===== src/rtl/ssd1306_tx_arbiter.sv =====
// ssd1306_tx_arbiter: shares one SPI byte master between the command path (DC=0) and the pixel streamer (DC=1).
// Optional WAIT watchdog: define SSD1306_ARB_TIMEOUT_EN to enable the timeout counter and err_timeout.
module ssd1306_tx_arbiter #(
    parameter int MAX_BURST      = 16,
    parameter int GAP_CYCLES     = 2,
    parameter int TIMEOUT_CYCLES = 4096
) (
    input  logic        clk_50M,
    input  logic        rst_n,
    input  logic        cmd_valid,
    input  logic [7:0]  cmd_byte,
    output logic        cmd_ready,
    input  logic        pix_valid,
    input  logic [7:0]  pix_byte,
    input  logic        pix_lock,
    output logic        pix_ready,
    output logic [7:0]  spi_data,
    output logic        spi_wr,
    input  logic        spi_done,
    output logic        oled_dc,
    output logic        busy,
    output logic [1:0]  grant,
    output logic [15:0] tx_count,
    output logic        err_timeout
);

    // state  | meaning
    // S_IDLE | nothing in flight; arbitrate and latch the winning byte
    // S_LOAD | one cycle: spi_wr plus the winner's ready pulse
    // S_WAIT | byte on the wire, waiting for spi_done
    // S_GAP  | inter-byte spacing after completion
    typedef enum logic [1:0] {
        S_IDLE = 2'd0,
        S_LOAD = 2'd1,
        S_WAIT = 2'd2,
        S_GAP  = 2'd3
    } state_t;

    localparam int BW = $clog2(MAX_BURST + 1);
    localparam int GW = (GAP_CYCLES > 1) ? $clog2(GAP_CYCLES) : 1;
    localparam logic [BW-1:0] BURST_MAX = BW'(MAX_BURST);
    localparam logic [GW-1:0] GAP_LOAD  = GW'((GAP_CYCLES > 0) ? GAP_CYCLES - 1 : 0);

    state_t        state_q, state_d;
    logic [7:0]    data_q, data_d;
    logic          dc_q, dc_d;
    logic [1:0]    grant_q, grant_d;
    logic [BW-1:0] burst_q, burst_d;
    logic          last_pix_q, last_pix_d;
    logic [GW-1:0] gap_q, gap_d;
    logic [15:0]   tx_count_q, tx_count_d;

`ifdef SSD1306_ARB_TIMEOUT_EN
    localparam int TW = (TIMEOUT_CYCLES > 1) ? $clog2(TIMEOUT_CYCLES) : 1;
    localparam logic [TW-1:0] TO_LOAD = TW'(TIMEOUT_CYCLES - 1);
    logic [TW-1:0] to_q, to_d;
    logic          err_q, err_d;
`endif

    logic pix_keep;
    logic take_pix;
    logic finish;

    always_ff @(posedge clk_50M) begin
        if (!rst_n) begin
            state_q    <= S_IDLE;
            data_q     <= '0;
            dc_q       <= 1'b0;
            grant_q    <= '0;
            burst_q    <= '0;
            last_pix_q <= 1'b0;
            gap_q      <= '0;
            tx_count_q <= '0;
`ifdef SSD1306_ARB_TIMEOUT_EN
            to_q       <= '0;
            err_q      <= 1'b0;
`endif
        end else begin
            state_q    <= state_d;
            data_q     <= data_d;
            dc_q       <= dc_d;
            grant_q    <= grant_d;
            burst_q    <= burst_d;
            last_pix_q <= last_pix_d;
            gap_q      <= gap_d;
            tx_count_q <= tx_count_d;
`ifdef SSD1306_ARB_TIMEOUT_EN
            to_q       <= to_d;
            err_q      <= err_d;
`endif
        end
    end

    always_comb begin
        state_d    = state_q;
        data_d     = data_q;
        dc_d       = dc_q;
        grant_d    = grant_q;
        burst_d    = burst_q;
        last_pix_d = last_pix_q;
        gap_d      = gap_q;
        tx_count_d = tx_count_q;
        finish     = 1'b0;
        take_pix   = 1'b0;
`ifdef SSD1306_ARB_TIMEOUT_EN
        to_d       = to_q;
        err_d      = err_q;
`endif

        // a locked pixel stream keeps the bus until its burst allowance runs out
        pix_keep = pix_valid && last_pix_q && pix_lock && (burst_q < BURST_MAX);

        case (state_q)
            S_IDLE: begin
                if (cmd_valid || pix_valid) begin
                    take_pix   = pix_valid && (pix_keep || !cmd_valid);
                    data_d     = take_pix ? pix_byte : cmd_byte;
                    dc_d       = take_pix;
                    grant_d    = take_pix ? 2'b10 : 2'b01;
                    last_pix_d = take_pix;
                    if (take_pix) begin
                        burst_d = (burst_q == BURST_MAX) ? burst_q : burst_q + 1'b1;
                    end else begin
                        burst_d = '0;
                    end
                    state_d = S_LOAD;
`ifdef SSD1306_ARB_TIMEOUT_EN
                    to_d = TO_LOAD;
`endif
                end
            end
            S_LOAD: begin
                state_d = S_WAIT;
`ifdef SSD1306_ARB_TIMEOUT_EN
                if (to_q != '0) begin
                    to_d = to_q - 1'b1;
                end
`endif
            end
            S_WAIT: begin
                if (spi_done) begin
                    tx_count_d = tx_count_q + 16'd1;
                    finish     = 1'b1;
`ifdef SSD1306_ARB_TIMEOUT_EN
                end else if (to_q == '0) begin
                    err_d  = 1'b1;
                    finish = 1'b1;
                end else begin
                    to_d = to_q - 1'b1;
`endif
                end
            end
            S_GAP: begin
                if (gap_q == '0) begin
                    state_d = S_IDLE;
                    grant_d = '0;
                end else begin
                    gap_d = gap_q - 1'b1;
                end
            end
            default: begin
                state_d = S_IDLE;
                grant_d = '0;
            end
        endcase

        if (finish) begin
            if (GAP_CYCLES > 0) begin
                state_d = S_GAP;
                gap_d   = GAP_LOAD;
            end else begin
                state_d = S_IDLE;
                grant_d = '0;
            end
        end
    end

    assign spi_wr    = (state_q == S_LOAD);
    assign cmd_ready = spi_wr && grant_q[0];
    assign pix_ready = spi_wr && grant_q[1];
    assign busy      = (state_q != S_IDLE);
    assign spi_data  = data_q;
    assign oled_dc   = dc_q;
    assign grant     = grant_q;
    assign tx_count  = tx_count_q;
`ifdef SSD1306_ARB_TIMEOUT_EN
    assign err_timeout = err_q;
`else
    assign err_timeout = 1'b0;
`endif

endmodule


===== config.mk =====
export PLATFORM = sky130hd
export DESIGN_NAME = ssd1306_tx_arbiter
export DESIGN_NICKNAME = d
export VERILOG_FILES = /design/src/rtl/ssd1306_tx_arbiter.sv
export SDC_FILE = /design/constraint.sdc
export NUM_CORES = 1
export LEC_CHECK = 0
export CORE_ASPECT_RATIO = 0.6
export CORE_UTILIZATION = 46
export CTS_CLUSTER_DIAMETER = 50
export DETAILED_ROUTE_END_ITERATION = 7
export PLACE_DENSITY_LB_ADDON = 0.2
export SYNTH_ARGS = -nofsm -noshare
export SYNTH_HDL_FRONTEND = slang
export SYNTH_SLANG_ARGS = --single-unit

===== constraint.sdc =====
create_clock -name clk_50M -period 2.1 [get_ports clk_50M]
set_input_delay 0.315 -clock clk_50M [delete_from_list [all_inputs] [get_ports clk_50M]]
set_output_delay 0.315 -clock clk_50M [all_outputs]
set_load 0.01 [all_outputs]

# --- After elaboration in Yosys (flattened, before gate mapping) ---
# Cells that the tools add are included.
totals:
  regBits: 35
  inputBits: 22
  out_inout_bits: 32
  wordCells: 54
op_classes:
  add_sub_neg: 3
  n_lt_le_gt_ge: 1
  eq_ne: 9
  mux: 15
  n_reduce_logical: 19
ops:
  columns: ["operator", "count"]
  rows:
  - ["adder 16 x 1 -> 16 bit (second input constant)", 1]
  - ["2-to-1 mux 2 bit", 5]
  - ["2-to-1 mux 5 bit", 2]
  - ["AND reduction 3 bit", 3]
  - ["2-to-1 mux 8 bit", 1]
  - ["logical AND 1 bit", 6]
  - ["!= test 2 bit (second input constant)", 3]
  - ["!= test 3 bit (second input constant)", 2]
  - ["case mux 2 bit (3 select lines)", 1]
  - ["nonzero test 2 bit", 3]
  - ["adder 5 x 1 -> 5 bit (second input constant)", 1]
  - ["== test 5 bit (second input constant)", 1]
  - ["< comparator 5 bit (second input constant)", 1]
  - ["2-to-1 mux 1 bit", 5]
  - ["== test 2 bit (second input constant)", 2]
  - ["case mux 2 bit (2 select lines)", 1]
  - ["AND reduction 2 bit", 2]
  - ["nonzero test 4 bit", 1]
  - ["== test 2 x 1 -> 1 bit (second input constant)", 1]
  - ["logical NOT 2 bit", 1]
  - ["logical OR 1 bit", 2]
  - ["logical NOT 1 bit", 1]
  - ["subtractor 1 bit (second input constant)", 1]

# --- Logic depth before layout (Yosys ltp) ---
# Gate-level depths: netlist of run 1.
logic_depth:
  depth_word: 8
  mapped_depth: 8

# --- Worst setup path after synthesis of run 1 ---
# Ideal clock, no wire load.
synth_path:
  kind: "register -> register"
  from: "register tx_count_q[0], in the netlist tx_count[0]"
  to: "register tx_count_q[14], in the netlist tx_count[14]"
  setup_time_ns: 0.070
  arrival_ns: 1.628
  t_required_ns: 2.030
  path_slack_ns: 0.402
  stages_incl_launch_ff: 6
  path_buffers: 0
  path_cell_list: "dfxtp_1 ha_1 nand3_1 or4_4 or3_1 a21oi_1"
synth_via:
  elab_chain_cells: 1
synth_lines:
  columns: ["element", "line", "source"]
  rows:
  - ["start: declaration", "51", "logic [15:0] tx_count_q, tx_count_d;"]
  - ["start signal: assignment", "86", "tx_count_q <= tx_count_d;"]
  - ["adder 16 x 1 -> 16 bit", "142", "tx_count_d = tx_count_q + 16'd1;"]
# Every way passes these cells.
# A chain may end at the register's enable or synchronous reset.

# --- Worst setup path in the final report of run 1 ---
layout_path:
  from: "register state_q[1]"
  to: "output port pix_ready"
layout_via:
  elab_chain_cells: 2
layout_lines:
  columns: ["element", "line", "source"]
  rows:
  - ["start: declaration", "44", "state_t state_q, state_d;"]
  - ["start signal: assignment", "79", "state_q <= state_d;"]
  - ["== test 2 x 1 -> 1 bit", "178", "assign spi_wr = (state_q == S_LOAD);"]
  - ["logical AND 1 bit", "180", "assign pix_ready = spi_wr && grant_q[1];"]
  - ["end: declaration", "16", "output logic pix_ready,"]
# Every way passes these cells.

==> run summary, run 1 <==
The wire length of the first global-routing pass came out at ~7.2 mm. The remaining global-route overflow came out at 0. The power consumption is 2.19 mW. The share of flip-flops with an asynchronous set or reset came out at 0%. The floorplan die height is 49.6 um. The number of buffers added on ports is 52. The via count came out at 1,606. The number of buffers and inverters on the critical path came out at 2. The buffer cell driving the clock tree root is clkbuf_8. In this run the most critical hold path is launched from tx_count[15]$_SDFFE_PN0P_. Among all flip-flop cells after synthesis, the most frequent one is dfxtp_1. The max-slew violation count came out at 0. The count of endpoints failing hold in the final timing report came out at 0. The xor-xnor portion of the synthesized cell area is 4.03%. The total routed wirelength is 4.33 mm. The worst clock skew on the final layout is 0.00378 ns. Tracing the worst setup path back leads to its startpoint at state_q[1]$_SDFFE_PN0P_. Setup repair after global routing left no endpoint under its margin. The largest voltage drop on the vdd net came out at around 0.72 mV.

The aggregate global-route resource usage came out at a little under a quarter. The adder-cell share of the synthesized area came out at 5.76%. The clock sink total is 35. The post-synthesis compound-gate area fraction came out at 15.9%. The fraction of the mapped netlist area in simple logic gates is 22.1%.

The final total negative setup slack is 0 ns. The total DRC errors in the routed layout is 0. The post-route fraction of the period consumed by the critical path is 95.8%. The detail-routed via count per cell is 5.20. The critical path goes through inv_1, ha_1, and2_1, clkdlybuf4s50_1. The worst path required time is roughly 1.8 ns.

Of the post-synthesis cell area, the part taken by muxes is under 10%. The H-tree generated during clock tree synthesis spans 2 levels. The instance count of the mapped netlist is 201.

The worst setup path is launched from a flip-flop. The number of fillers in the final layout came out at between 200 and 300. The share of the core filled with cells in the final layout is a little under three quarters. Once the clock tree was built, the resizer swapped 0 gates to a different size. The first-iteration detailed-routing DRC count is 50. The number of primary I/O pins came out at between 50 and 60. The largest driver fanout on the critical path came out at 5. The worst stage delay on the critical path is 0.55 ns. The startpoint of the worst-slack reg-to-reg timing path is state_q[0]$_SDFFE_PN0P_.

The synthesized area per cell came out at 8.64 um2. The distinct cell type count after synthesis is 41. The placer congestion estimate came out at 0.769.

The TritonCTS buffer count came out at 5. The family with the most delay on the worst path is buffers and inverters. The kind of critical path is reg -> out. The number of warnings issued by yosys is 0. The synthesized area is 1740 um2. The power density over cell area came out at 898 nW/um2.

TritonCTS built the clock tree. The count of flip-flops with a built-in enable after synthesis came out at 0. The floorplan has 16 rows. The global-route track usage on met2 came out at 34.9%. The worst setup path is captured at an output pin. The arrival time of the worst setup path is 1.70 ns.

The leakage component of the power came out at 0.917 nW. The area of the die came out at 4030 um2. The initial antenna violation count came out at 0.

The net count after synthesis came out at between 200 and 250. The part of the Yosys area used for sequential elements is between 40% and 50%. The via count of the first global-routing pass was 1,502.

By area, the combinational part of the netlist is dominated by simple AND/OR/NAND/NOR gates. The share of final-layout standard cells stronger than drive strength 1 is 9.09%. The global-route track usage on met3 is between 6 and 7%.

The area added between synthesis and finish is 40.4%. The number of failing setup endpoints in the final timing report came out at 0. The clock transition at the register clock pins on the worst setup and hold paths after CTS came out at ~0.070 ns. The half-perimeter wire length after placement is roughly 3.3 mm.

The buffer levels on the longest clock path came out at 2. The highest clock frequency the design can meet came out at 0.497 GHz. The maximum number of pins on one net before global-route repair came out at 24.

The total inserted antenna cells came out at 0. The width of the die is between 80 and 90 um. The post-CTS setup-driven buffer insertion count is 0. The average detailed-routed wire length per instance is about 14 um.

The total of flip-flops plus latches after synthesis is 35. The final critical-path required period is a little over 2 ns. The flow ran to the end, and the final reports show no timing, DRC or antenna violations. The number of hold buffers added after CTS came out at 0. The layout net count is 294. The total of max-cap violations is 0. The number of search-and-repair iterations in the first detailed-routing pass is 4.

Global routing used between 30 and 40% of the available met1 tracks. The worst-case hold slack is 0.480 ns. The remaining antenna violation count after routing came out at 0.

The later-pin clock latency in the skew report came out at 0.28 ns. The worst hold path class is reg -> reg. The starting utilization of the core area came out at 50.7%. The area of the core region came out at between 3000 and 4000 um2. The slowest stage of the critical path is the clkdlybuf4s50_1 cell. After global routing, the most crowded layer is met2.
registers in the layout (all words and copies together), names as in the netlist:
name / flops
grant: 2
last_pix_q: 1
burst_q: 5
spi_data: 8
state_q: 2
tx_count: 16
gap_q: 1
Yosys cell counts (2+ instances only):
library cell | count | area (um2)
nor2_1 | 14 | 52.6
clkbuf_1 | 3 | 11.3
dfxtp_1 | 35 | 701
buf_4 | 2 | 15.0
a211oi_1 | 3 | 22.5
xnor2_1 | 6 | 52.6
ha_1 | 8 | 100
or3_1 | 4 | 25.0
and2_1 | 4 | 25.0
nor3_1 | 6 | 30.0
nand2_1 | 13 | 48.8
nand3b_1 | 2 | 15.0
mux2i_1 | 12 | 120
a21oi_1 | 21 | 105
nand2b_1 | 4 | 25.0
nand3_1 | 8 | 40.0
nand4_1 | 6 | 37.5
xor2_1 | 2 | 17.5
inv_1 | 10 | 37.5
o21ai_0 | 17 | 85.1
final cells by class:
cell class / instances / area [um2] / share of cell area [%]
sequential: 35 / 701 / 28.7
multi-input combinational: 149 / 953 / 39.1
clock inverter: 1 / 5.00 / 0.205
tap: 45 / 56.3 / 2.31
timing repair buffer: 63 / 603 / 24.7
inverter: 10 / 37.5 / 1.54
clock buffer: 6 / 82.6 / 3.39
placed cells by master (no fill, tap or decap), drive strengths merged, types with 2 or more instances in the layout:
cell type	n
a211oi	3
o21ai	18
inv	10
nand3	8
nor3	6
nand4	7
xor2	2
mux2i	12
clkbuf	6
and3	2
dfxtp	35
nor2	14
a21oi	22
nand2	14
clkdlybuf4s50	52
or3	4
buf	11
nand2b	4
nand3b	2
ha	8
and2	4
xnor2	6
per-layer routing:
metal / share of wire, % / wire length (um)
met3: 3.8 / 164
met4: 0.79 / 34
met1: 53 / 2290
met5: 0 / 0
met2: 42 / 1840
tightest hold or removal path, delay by kind of cell, from the launching register on:
family,cells,cell delay [ns]
muxes,1,0.06
DFF,1,0.32
and+or+nand+nor,1,0.06
cell families after synthesis:
logic type,count (synthesis)
mux,12
buf+inv,17
compound gates,49
xor+xnor,8
flops,35
other cells,1
simple gates,71
fa+ha+maj,8
final timing paths:
kind                                to  slack, ns  cells after the start
max                          pix_ready       0.09                      4
min reg2reg  tx_count[15]$_SDFFE_PN0P_       0.48                      2
max reg2reg      grant[0]$_SDFFE_PN0P_       0.26                      6
min          tx_count[15]$_SDFFE_PN0P_       0.48                      2
metrics by stage:
stage               area (um2)  worst slack (ns)  std cells
detailed placement        2350             0.170        302
floorplan                 1740             0.402        201
CTS                       2440             0.100        309
global placement          2350             0.216        302
finish                    2440            0.0875        309
global route              2440            0.0208        309
power by group:
part           internal, mW  switching, mW
clock network         0.257          0.228
logic                 0.445          0.419
registers             0.767         0.0756
total                  1.47          0.722
Power figures use the tool's default switching activity.
==> run 2, diff against run 1 <==
--- a/config.mk
+++ b/config.mk
@@ -6,10 +6,12 @@
 export NUM_CORES = 1
 export LEC_CHECK = 0
 export CORE_ASPECT_RATIO = 0.6
+export CORE_MARGIN = 8
 export CORE_UTILIZATION = 46
 export CTS_CLUSTER_DIAMETER = 50
 export DETAILED_ROUTE_END_ITERATION = 7
 export PLACE_DENSITY_LB_ADDON = 0.2
+export SKIP_CTS_REPAIR_TIMING = 1
 export SYNTH_ARGS = -nofsm -noshare
 export SYNTH_HDL_FRONTEND = slang
 export SYNTH_SLANG_ARGS = --single-unit
==> run 2 against run 1 <==
  * Die area grew 50%
  * First-iteration DRC count grew 76%
  * Sequential power is essentially flat
  * Worst setup slack gained 0.011 ns
  * Register-to-register slack gained 0.12 ns
  * Critical endpoint unchanged
  * Largest cell class unchanged
==> run summary, run 2 (synthesized netlist as in run 1, its figures left out) <==
The largest driver fanout on the critical path is 5. The library cell used most frequently in the layout, excluding fill and tap cells, is clkdlybuf4s50_1. The critical path crosses 4 cells after its start point. No sink is reached through more buffers than the 2 on the longest clock path. The arrival time of the worst setup path came out at around 1.7 ns.

The later-pin clock latency in the skew report is 0.29 ns. The remaining antenna violation count after routing is 0. The placer congestion estimate came out at around 0.81.

The placement-stage worst setup slack is 0.202 ns. The run finished with clean final reports. The aggregate global-route resource usage came out at 15.5%.

The area of the die is around 6100 um2. The final critical-path required period came out at 2.00 ns. The floorplan die height is 63.6 um. The worst path required time came out at 1.78 ns. Traced cell by cell, the critical path runs through inv_1, ha_1, and2_1, clkdlybuf4s50_1. The cell total after placement came out at about 300. After routing the design area is roughly 2400 um2. Setup violations remaining at the end of the flow were counted as 0. In this run the critical register-to-register path is launched from state_q[0]$_SDFFE_PN0P_. The total DRC errors in the routed layout came out at 0. The max-slew violation count came out at 0. After floorplanning, the core was divided into 17 placement rows. The cell depth of the worst hold path came out at 2. The clock sink total is 35. The post-route fraction of the period consumed by the critical path came out at 95.3%. The worst hold path class is reg -> reg. The total inserted antenna cells is 0.

The routed design has about 4.3 mm of wire. The number of buffers added on ports came out at between 50 and 60. After layout, the worst setup slack is 0.0989 ns.

In the layout the commonest cells are clkdlybuf4s50_1, dfxtp_1, a21oi_1, o21ai_0, nor2_1. In this design, the largest share of critical-path delay is due to buffers and inverters. The worst register-to-register path ends at tx_count[14]$_SDFFE_PN0P_. The number of fillers in the final layout is about 290.

The net count of the finished layout is slightly below 300. The share of the core filled with cells in the final layout is 66.7%. The area of the core region came out at roughly 3600 um2.

The end point of the critical path is pix_ready. Tracing the worst setup path back leads to its startpoint at state_q[1]$_SDFFE_PN0P_. The detail-routed via count per cell came out at 5.10. Of the cells placed in the final design, the portion with a size suffix greater than 1 is 8.75%. The power consumption is 2.15 mW. The flip-flop count of the largest register after layout came out at 16.

The starting utilization of the core area is between 40% and 50%. The TritonCTS clock tree is built. The via count of the first global-routing pass came to 1,556.

The number of levels in the clock H-tree came out at 2. Power spread over the standard cell area amounts to 885 nW/um2. Hold timing on the final database bottoms out at a slack of between 0.4 and 0.5 ns. The area added between synthesis and finish is 39.6%. The remaining global-route overflow is 0.

Counting both buffers and inverters, the worst setup path holds a total of 2. The clock transition at the register clock pins on the worst setup and hold paths after CTS is 0.07 ns. The leakage component of the power is 0.903 nW. The nature of the critical path endpoint is an output pin. The maximum number of pins on one net before global-route repair is 24. The worst-margin pin slew came out at 0.510 ns. After detailed placement, the total cell area comes to 2340 um2. The wire length of the first global-routing pass came out at 7.45 mm. The highest clock frequency the design can meet came out at 0.500 GHz. The number of clock buffers added by TritonCTS is 5. The width of the die is 95.3 um. The worst stage delay on the critical path is approximately 0.55 ns. The worst setup path is launched from a flip-flop.

The first-iteration detailed-routing DRC count is 88. On the critical path, the stage with the largest delay is an instance of clkdlybuf4s50_1. The half-perimeter wire length after placement came out at 3.35 mm. The worst register-to-register path has a depth of 6. After detailed routing, the average wire length per cell comes to 14.0 um.

The count of endpoints failing hold in the final timing report came out at 0. The worst setup path is of the reg -> out kind. Setup repair after global routing left no endpoint under its margin. The max-slew headroom at the worst pin came out at 65.8%. The initial antenna violation count came out at 0. The via count came out at between 1.5k and 2k.

The largest voltage drop on the vdd net came out at between 0.4 and 0.5 mV. Setup total negative slack on the finished layout was measured at 0 ns. The number of non-filler instances in the completed layout came out at 310. 54 I/O pins were placed. The first detailed-routing pass took 4 iterations. The tree is rooted in a clkbuf_8. The total of max-cap violations is 0. The worst clock skew on the final layout is 0.00839 ns.

The setup slack on the worst flop-to-flop path came out at 0.38 ns.
-- run 2: cell type report --
class	instances	area, um2	share of cell area [%]
Clock buffer	6	72.6	2.99
Clock inverter	2	12.5	0.516
Inverter	10	37.5	1.55
Multi-Input combinational cell	149	953	39.3
Sequential cell	35	702	28.9
Tap cell	47	58.8	2.43
Timing Repair Buffer	61	588	24.3
-- run 2: worst min path at each step --
| stage | slack, ns | startpoint | endpoint |
|---|---|---|---|
| 3_3_place_gp | 0.46 | tx_count[15]$_SDFFE_PN0P_ | tx_count[15]$_SDFFE_PN0P_ |
| 3_5_place_dp | 0.46 | tx_count[15]$_SDFFE_PN0P_ | tx_count[15]$_SDFFE_PN0P_ |
| 2_1_floorplan | 0.46 | burst_q[4]$_SDFFE_PN0P_ | burst_q[4]$_SDFFE_PN0P_ |
| 6_report | 0.47 | tx_count[15]$_SDFFE_PN0P_ | tx_count[15]$_SDFFE_PN0P_ |
| 5_1_grt | 0.52 | grant[1]$_SDFFE_PN0P_ | grant[1]$_SDFFE_PN0P_ |
| 4_1_cts | 0.47 | tx_count[15]$_SDFFE_PN0P_ | tx_count[15]$_SDFFE_PN0P_ |
-- run 2: routing by layer --
layer | GRT usage, % | vias to the layer above | part of all wire, %
li1 | - | 835 | -
met4 | 6.00 | 0 | 1.0
met3 | 5.20 | 5 | 5.8
met2 | 22.6 | 29 | 44
met5 | 0 | - | 0
met1 | 20.1 | 713 | 49
-- run 2: worst min-delay path: stages (launching register included) --
cell and delay, ns:
dfxtp_1 0.32, nand2_1 0.05, mux2i_1 0.05
-- run 2: power by group --
group	total [mW]	internal, mW	switching (mW)
Combinational	0.833	0.426	0.407
Sequential	0.840	0.769	0.0710
Clock	0.474	0.232	0.242
Total	2.15	1.43	0.720
